===== src/rtl/time_alarm_core.sv =====
// time_alarm_core: BCD HH:MM clock with set mode, alarm and ring timeout.
// Ports: clk, rst (async, active-low), en, mode/up/down_btn pulses, alarm_en;
//   digit3..digit0 BCD HH:MM, blink per-digit edit mask, alarm_ring, sec_tick.
//   Define SNOOZE_EN to add the snooze counter (SNOOZE_MIN minutes).
module time_alarm_core #(
    parameter int CLK_HZ     = 100_000_000,
    parameter int RING_SECS  = 60,
    parameter int SNOOZE_MIN = 5
) (
    input  logic       clk,
    input  logic       rst,
    input  logic       en,
    input  logic       mode_btn,
    input  logic       up_btn,
    input  logic       down_btn,
    input  logic       alarm_en,
    output logic [3:0] digit3,
    output logic [3:0] digit2,
    output logic [3:0] digit1,
    output logic [3:0] digit0,
    output logic [3:0] blink,
    output logic       alarm_ring,
    output logic       sec_tick
);
    localparam int PW = $clog2(CLK_HZ + 1);
    localparam logic [PW-1:0] PMAX = PW'(CLK_HZ - 1);
    localparam int RW = $clog2(RING_SECS + 1);
    localparam logic [RW-1:0] RMAX = RW'(RING_SECS - 1);

    typedef enum logic [2:0] {
        RUN, SET_HR, SET_MIN, SET_AL_HR, SET_AL_MIN
    } state_t;

    function automatic logic [7:0] bcd_inc(
        input logic [7:0] v, input logic [7:0] top);
        if (v == top) return 8'h00;
        if (v[3:0] == 4'd9) return {v[7:4] + 4'd1, 4'd0};
        return {v[7:4], v[3:0] + 4'd1};
    endfunction

    function automatic logic [7:0] bcd_dec(
        input logic [7:0] v, input logic [7:0] top);
        if (v == 8'h00) return top;
        if (v[3:0] == 4'd0) return {v[7:4] - 4'd1, 4'd9};
        return {v[7:4], v[3:0] - 4'd1};
    endfunction

    function automatic logic [7:0] bcd_adj(
        input logic [7:0] v, input logic [7:0] top, input logic inc);
        return inc ? bcd_inc(v, top) : bcd_dec(v, top);
    endfunction

    state_t        state;
    logic [PW-1:0] presc;
    logic [7:0]    sec, min, hr, al_min, al_hr;
    logic [7:0]    sec_n, min_n, hr_n, al_min_n, al_hr_n;
    logic          ringing;
    logic [RW-1:0] ring_cnt;
    logic          tick, run, any_btn, step, edit, carry, trigger;
    logic          show_al;
    logic [7:0]    disp_hr, disp_min;

`ifdef SNOOZE_EN
    logic          snz_act;
    logic [7:0]    snz_cnt;
`else
    logic [7:0]    unused_snooze;
    assign unused_snooze = 8'(SNOOZE_MIN);
`endif

    assign tick     = en && (presc == PMAX);
    assign run      = (state == RUN);
    assign any_btn  = mode_btn | up_btn | down_btn;
    // A pulse that lands while ringing only silences the alarm.
    assign step     = mode_btn && !ringing;
    assign edit     = (up_btn ^ down_btn) && !mode_btn && !ringing;
    assign carry    = tick && run && (sec == 8'h59);
    assign trigger  = carry && alarm_en && !mode_btn && !ringing
                   && (min_n == al_min) && (hr_n == al_hr);
    assign show_al  = (state == SET_AL_HR) || (state == SET_AL_MIN);
    assign disp_hr  = show_al ? al_hr : hr;
    assign disp_min = show_al ? al_min : min;

    assign alarm_ring = ringing;
    assign sec_tick   = tick;

    always_comb begin
        sec_n    = sec;
        min_n    = min;
        hr_n     = hr;
        al_min_n = al_min;
        al_hr_n  = al_hr;
        if (tick && run) begin
            sec_n = bcd_inc(sec, 8'h59);
            if (sec == 8'h59) begin
                min_n = bcd_inc(min, 8'h59);
                if (min == 8'h59) hr_n = bcd_inc(hr, 8'h23);
            end
        end
        if (edit) begin
            unique case (state)
                SET_HR:     hr_n     = bcd_adj(hr, 8'h23, up_btn);
                SET_MIN:    min_n    = bcd_adj(min, 8'h59, up_btn);
                SET_AL_HR:  al_hr_n  = bcd_adj(al_hr, 8'h23, up_btn);
                SET_AL_MIN: al_min_n = bcd_adj(al_min, 8'h59, up_btn);
                default: ;
            endcase
        end
        if (step && state == SET_MIN) sec_n = 8'h00;
    end

    always_ff @(posedge clk or negedge rst) begin
        if (!rst) begin
            state    <= RUN;
            presc    <= '0;
            sec      <= 8'h00;
            min      <= 8'h00;
            hr       <= 8'h00;
            al_min   <= 8'h00;
            al_hr    <= 8'h00;
            ringing  <= 1'b0;
            ring_cnt <= '0;
            digit3   <= 4'd0;
            digit2   <= 4'd0;
            digit1   <= 4'd0;
            digit0   <= 4'd0;
            blink    <= 4'd0;
`ifdef SNOOZE_EN
            snz_act  <= 1'b0;
            snz_cnt  <= 8'd0;
`endif
        end else begin
            if (en) presc <= tick ? '0 : presc + 1'b1;
            sec    <= sec_n;
            min    <= min_n;
            hr     <= hr_n;
            al_min <= al_min_n;
            al_hr  <= al_hr_n;

            if (step) begin
                unique case (state)
                    RUN:       state <= SET_HR;
                    SET_HR:    state <= SET_MIN;
                    SET_MIN:   state <= SET_AL_HR;
                    SET_AL_HR: state <= SET_AL_MIN;
                    default:   state <= RUN;
                endcase
            end

            digit3 <= disp_hr[7:4];
            digit2 <= disp_hr[3:0];
            digit1 <= disp_min[7:4];
            digit0 <= disp_min[3:0];

            unique case (1'b1)
                state == SET_HR,
                state == SET_AL_HR:  blink <= 4'b1100;
                state == SET_MIN,
                state == SET_AL_MIN: blink <= 4'b0011;
                default:             blink <= 4'b0000;
            endcase

            if (ringing) begin
                if (!alarm_en || any_btn) begin
                    ringing <= 1'b0;
`ifdef SNOOZE_EN
                    snz_act <= alarm_en && up_btn
                            && !mode_btn && !down_btn;
                    snz_cnt <= 8'(SNOOZE_MIN);
`endif
                end else if (tick) begin
                    if (ring_cnt == RMAX) ringing <= 1'b0;
                    else ring_cnt <= ring_cnt + 1'b1;
                end
            end else begin
                if (trigger) begin
                    ringing  <= 1'b1;
                    ring_cnt <= '0;
                end
`ifdef SNOOZE_EN
                if (!alarm_en || (step && run)) begin
                    snz_act <= 1'b0;
                end else if (snz_act && carry) begin
                    if (snz_cnt <= 8'd1) begin
                        ringing  <= 1'b1;
                        ring_cnt <= '0;
                        snz_act  <= 1'b0;
                    end else begin
                        snz_cnt <= snz_cnt - 8'd1;
                    end
                end
`endif
            end
        end
    end
endmodule

===== config.mk =====
export PLATFORM = sky130hd
export DESIGN_NAME = time_alarm_core
export DESIGN_NICKNAME = d
export VERILOG_FILES = /design/src/rtl/time_alarm_core.sv
export SDC_FILE = /design/constraint.sdc
export NUM_CORES = 1
export LEC_CHECK = 0
export ABC_AREA = 0
export BUFFER_PORTS_ARGS = -buffer_cell sky130_fd_sc_hd__buf_2
export CORE_UTILIZATION = 50
export DETAILED_ROUTE_END_ITERATION = 6
export GPL_ROUTABILITY_DRIVEN = 0
export PLACE_DENSITY_LB_ADDON = 0.12
export SLEW_MARGIN = 20
export SYNTH_ARGS = -nofsm -noshare
export SYNTH_HDL_FRONTEND = slang
export SYNTH_SLANG_ARGS = --single-unit

===== constraint.sdc =====
create_clock -name clk -period 5.7 [get_ports clk]
set_input_delay 0 -clock clk [delete_from_list [all_inputs] [get_ports clk]]
set_output_delay 0 -clock clk [all_outputs]
set_load 0.005 [all_outputs]

==> impl_metrics.env <==
export IMPL_status="complete, no violations"
export IMPL_io_buffers=28
export IMPL_hold_depth=4
export IMPL_synth_seq_cells=95
export IMPL_routedWlPerCell_um=18.04
export IMPL_worst_hold_path_type="in -> reg"
export IMPL_grt_pass1_vias=5821
export IMPL_max_freq_mhz=259.5
export IMPL_max_cap_viol_count=0
export IMPL_clock_latency_ns=0.35
export IMPL_yosysTopAreaCell="dfrtp_1"
export IMPL_core_um2=13300
export IMPL_swShare_pct=43.08
export IMPL_cp_start_kind="flop"
export IMPL_hold_path_end="state[0]$_DFFE_PN0P_"
export IMPL_pin_count=29
export IMPL_yosysTopAreaCellShare_pct=34.81
export IMPL_cp_data_required_time_ns=5.93
export IMPL_final_period_utilization_pct=67.60
export IMPL_clockPowerShare_pct=19.0
export IMPL_gr_usage_all_layers_pct=25.91
export IMPL_clock_skew_ns=0.009429
export IMPL_hold_viol=0
export IMPL_final_layout_size_suffix_gt1_share_pct=11.48
export IMPL_drc_errors=0
export IMPL_worstRegToRegCells=11
export IMPL_viasPerCell=6.235
export IMPL_ys_top_cells_by_area="dfrtp_1 (35%), ha_1 (5.9%), nand2_1 (4.2%), nor2_1 (4.2%), o21ai_0 (3.7%)"
export IMPL_rr_endpoint="ring_cnt[0]$_DFFE_PN0P_"
export IMPL_antenna_diode_count=0
export IMPL_r2r_start="min[5]$_DFF_PN0_"
export IMPL_slew_violations=0
export IMPL_min_from="mode_btn"
export IMPL_cts_setup_buffers=0
export IMPL_worstMarginPinSlew_ns=1.029
export IMPL_postLayoutCellArea_um2=7313
export IMPL_worstPathArrival_ns=4.08
export IMPL_power_density_nw_per_um2=406.9
export IMPL_rrSetupSlack_ns=1.85
export IMPL_netlist_top_cells_count="dfrtp_1 (95), nand2_1 (76), nor2_1 (76)"
export IMPL_worstSetupEndpointType="flop"
export IMPL_cts_tree="built"
export IMPL_initial_core_util_pct=51.36
export IMPL_grt_ovfl_total=0
export IMPL_critPathKind="reg -> reg"
export IMPL_synth_most_common_cell="dfrtp_1"
export IMPL_drt_iter0_drc=519
export IMPL_grt_setup_unrepaired="false"
export IMPL_cts_buffers=9
export IMPL_routed_wl_um=17480
export IMPL_seqPwrFrac_pct=38.5
export IMPL_combPwrFrac_pct=42.4
export IMPL_placed_cells=951
export IMPL_hpwl_um=12540
export IMPL_fin_crit_ns=3.853
export IMPL_synthCells=787
export IMPL_cp_max_fo=11
export IMPL_report_final_setup_viol=0
export IMPL_ctsHtreeMaxLevel=3
export IMPL_peakVddDrop_v=0.0002367
export IMPL_syn_area_um2=6829
export IMPL_dieArea_um2=14130
export IMPL_total_leakage_power_nw=3.075
export IMPL_placed_area_um2=7017
export IMPL_async_flop_share_pct=100.0
export IMPL_syn_nets=826
export IMPL_areaGrowthSynthToFinish_pct=7.090
export IMPL_setup_tns_ns=0
export IMPL_rows=42
export IMPL_grt_max_degree=58
export IMPL_syn_area_per_cell_um2=8.677
export IMPL_die_h_um=118.9
export IMPL_clock_path_buffers=2
export IMPL_dr_total_vias=6042
export IMPL_synth_cell_types=91
export IMPL_antenna_found_initial=0
export IMPL_ctsRootBufferMaster="clkbuf_16"
export IMPL_first_pass_iters=5
export IMPL_clkTransAtPathRegs_ns=0.07
export IMPL_grt_pass1_wl_um=29050
export IMPL_switchingPower_mw=1.282
export IMPL_synth_edf_count=0
export IMPL_synth_ff_type="dfrtp_1"
export IMPL_fin_cells=969
export IMPL_intPower_mw=1.693
export IMPL_ant_nets=0
export IMPL_ys_seq_area_share_pct=34.81
export IMPL_die_w_um=118.9
export IMPL_cts_sinks=95
export IMPL_nets=827
export IMPL_slew_headroom_pct=31.25
export IMPL_yosys_warnings=0
export IMPL_ctsResizeCount=0
export IMPL_power_mw=2.975
cells by family (layout without fill, tap and decap cells):
logic type,after synthesis,count (layout),share of synthesized area (%)
AND/OR/NAND/NOR,337,337,27.72
AO/OA/AOI/OAI,184,184,17.86
flip-flops,95,95,34.81
buffers and inverters,78,84,4.873
XOR/XNOR,36,36,4.617
adder cells (fa/ha/maj),32,32,5.863
multiplexers,25,25,4.251
final cells by class:
class | count | area (um^2)
Fill cell | 1241 | 5982
Multi-Input combinational cell | 614 | 4119
Sequential cell | 95 | 2377
Clock buffer | 12 | 246.5
Tap cell | 176 | 220.2
Timing Repair Buffer | 34 | 192.7
Inverter | 34 | 127.6
Clock inverter | 4 | 30.03
worst max-delay path, cell delays in order, from the launching register on:
cell,delay (ns)
dfrtp_1,0.41
inv_1,0.19
ha_1,0.28
nand3b_1,0.16
nor3_2,0.38
nand4_2,0.41
mux2_2,0.37
o2111ai_1,0.12
a2111o_1,0.40
or4b_4,0.56
nor4_4,0.32
o21ai_1,0.12
repair_timing:
action,4_1_cts,5_1_grt
endpoints found under the setup margin,0,0
hold buffers,2,0
hold endpoints to repair,40,0
power groups by stage:
| stage | logic [mW] | clock network, mW | registers [mW] |
|---|---|---|---|
| final | 1.26 | 0.566 | 1.15 |
| after CTS | 1.25 | 0.586 | 1.14 |
| after detailed placement | 1.23 | 0 | 1.15 |
| after global routing | 1.40 | 0.611 | 1.18 |
| after floorplan | 1.04 | 0 | 0.992 |
| after global placement | 1.23 | 0 | 1.14 |
worst max-delay path by stage:
stage / end / slack, ns / from
4_1_cts: ring_cnt[0]$_DFFE_PN0P_ / 1.89 / hr[0]$_DFF_PN0_
6_report: ring_cnt[0]$_DFFE_PN0P_ / 1.85 / min[5]$_DFF_PN0_
3_3_place_gp: ring_cnt[0]$_DFFE_PN0P_ / 1.97 / hr[0]$_DFF_PN0_
2_1_floorplan: ring_cnt[1]$_DFFE_PN0P_ / 2.23 / hr[0]$_DFF_PN0_
5_1_grt: ring_cnt[0]$_DFFE_PN0P_ / 1.59 / min[1]$_DFF_PN0_
3_5_place_dp: ring_cnt[0]$_DFFE_PN0P_ / 1.91 / hr[0]$_DFF_PN0_
cells in the final DEF (no fill, tap or decap), types with 9 or more instances in the layout:
cell,instances
o21ai_0,51
ha_1,32
a21oi_1,33
and2_1,9
buf_2,27
clkbuf_16,9
mux2_2,12
and3_1,11
xor2_1,17
nor3_1,24
nand3_1,32
a31oi_1,12
dfrtp_1,95
inv_1,32
nand4_1,15
nor2_1,76
xnor2_1,19
nand3b_1,9
nand2_1,76
metrics by stage:
stage	utilization, %	hold slack (ns)	setup WS, ns
floorplan	-	-0.2956	2.230
CTS	55.01	0.09070	1.889
finish	55.01	0.1202	1.847
global placement	52.78	0.01233	1.967
detailed placement	52.78	0.02306	1.906
global route	55.01	0.1729	1.587
layer usage:
layer	vias up	track usage (%)	wire (um)	share of wire [%]
met1	2906	34.82	7848	45
met4	0	11.55	473	2.7
met3	41	5.029	1071	6.1
met2	214	40.57	8089	46
li1	2881	-	-	-
met5	-	0	0	0
state kept, by name, indices dropped and copies added, names as in the netlist:
register / cells
digit1: 4
hr: 8
sec: 8
al_hr: 8
alarm_ring: 1
ring_cnt: 6
digit0: 4
al_min: 8
state: 3
digit2: 4
presc: 27
min: 8
blink: 2
digit3: 4
No activity file was read; power rests on OpenSTA's default activity.
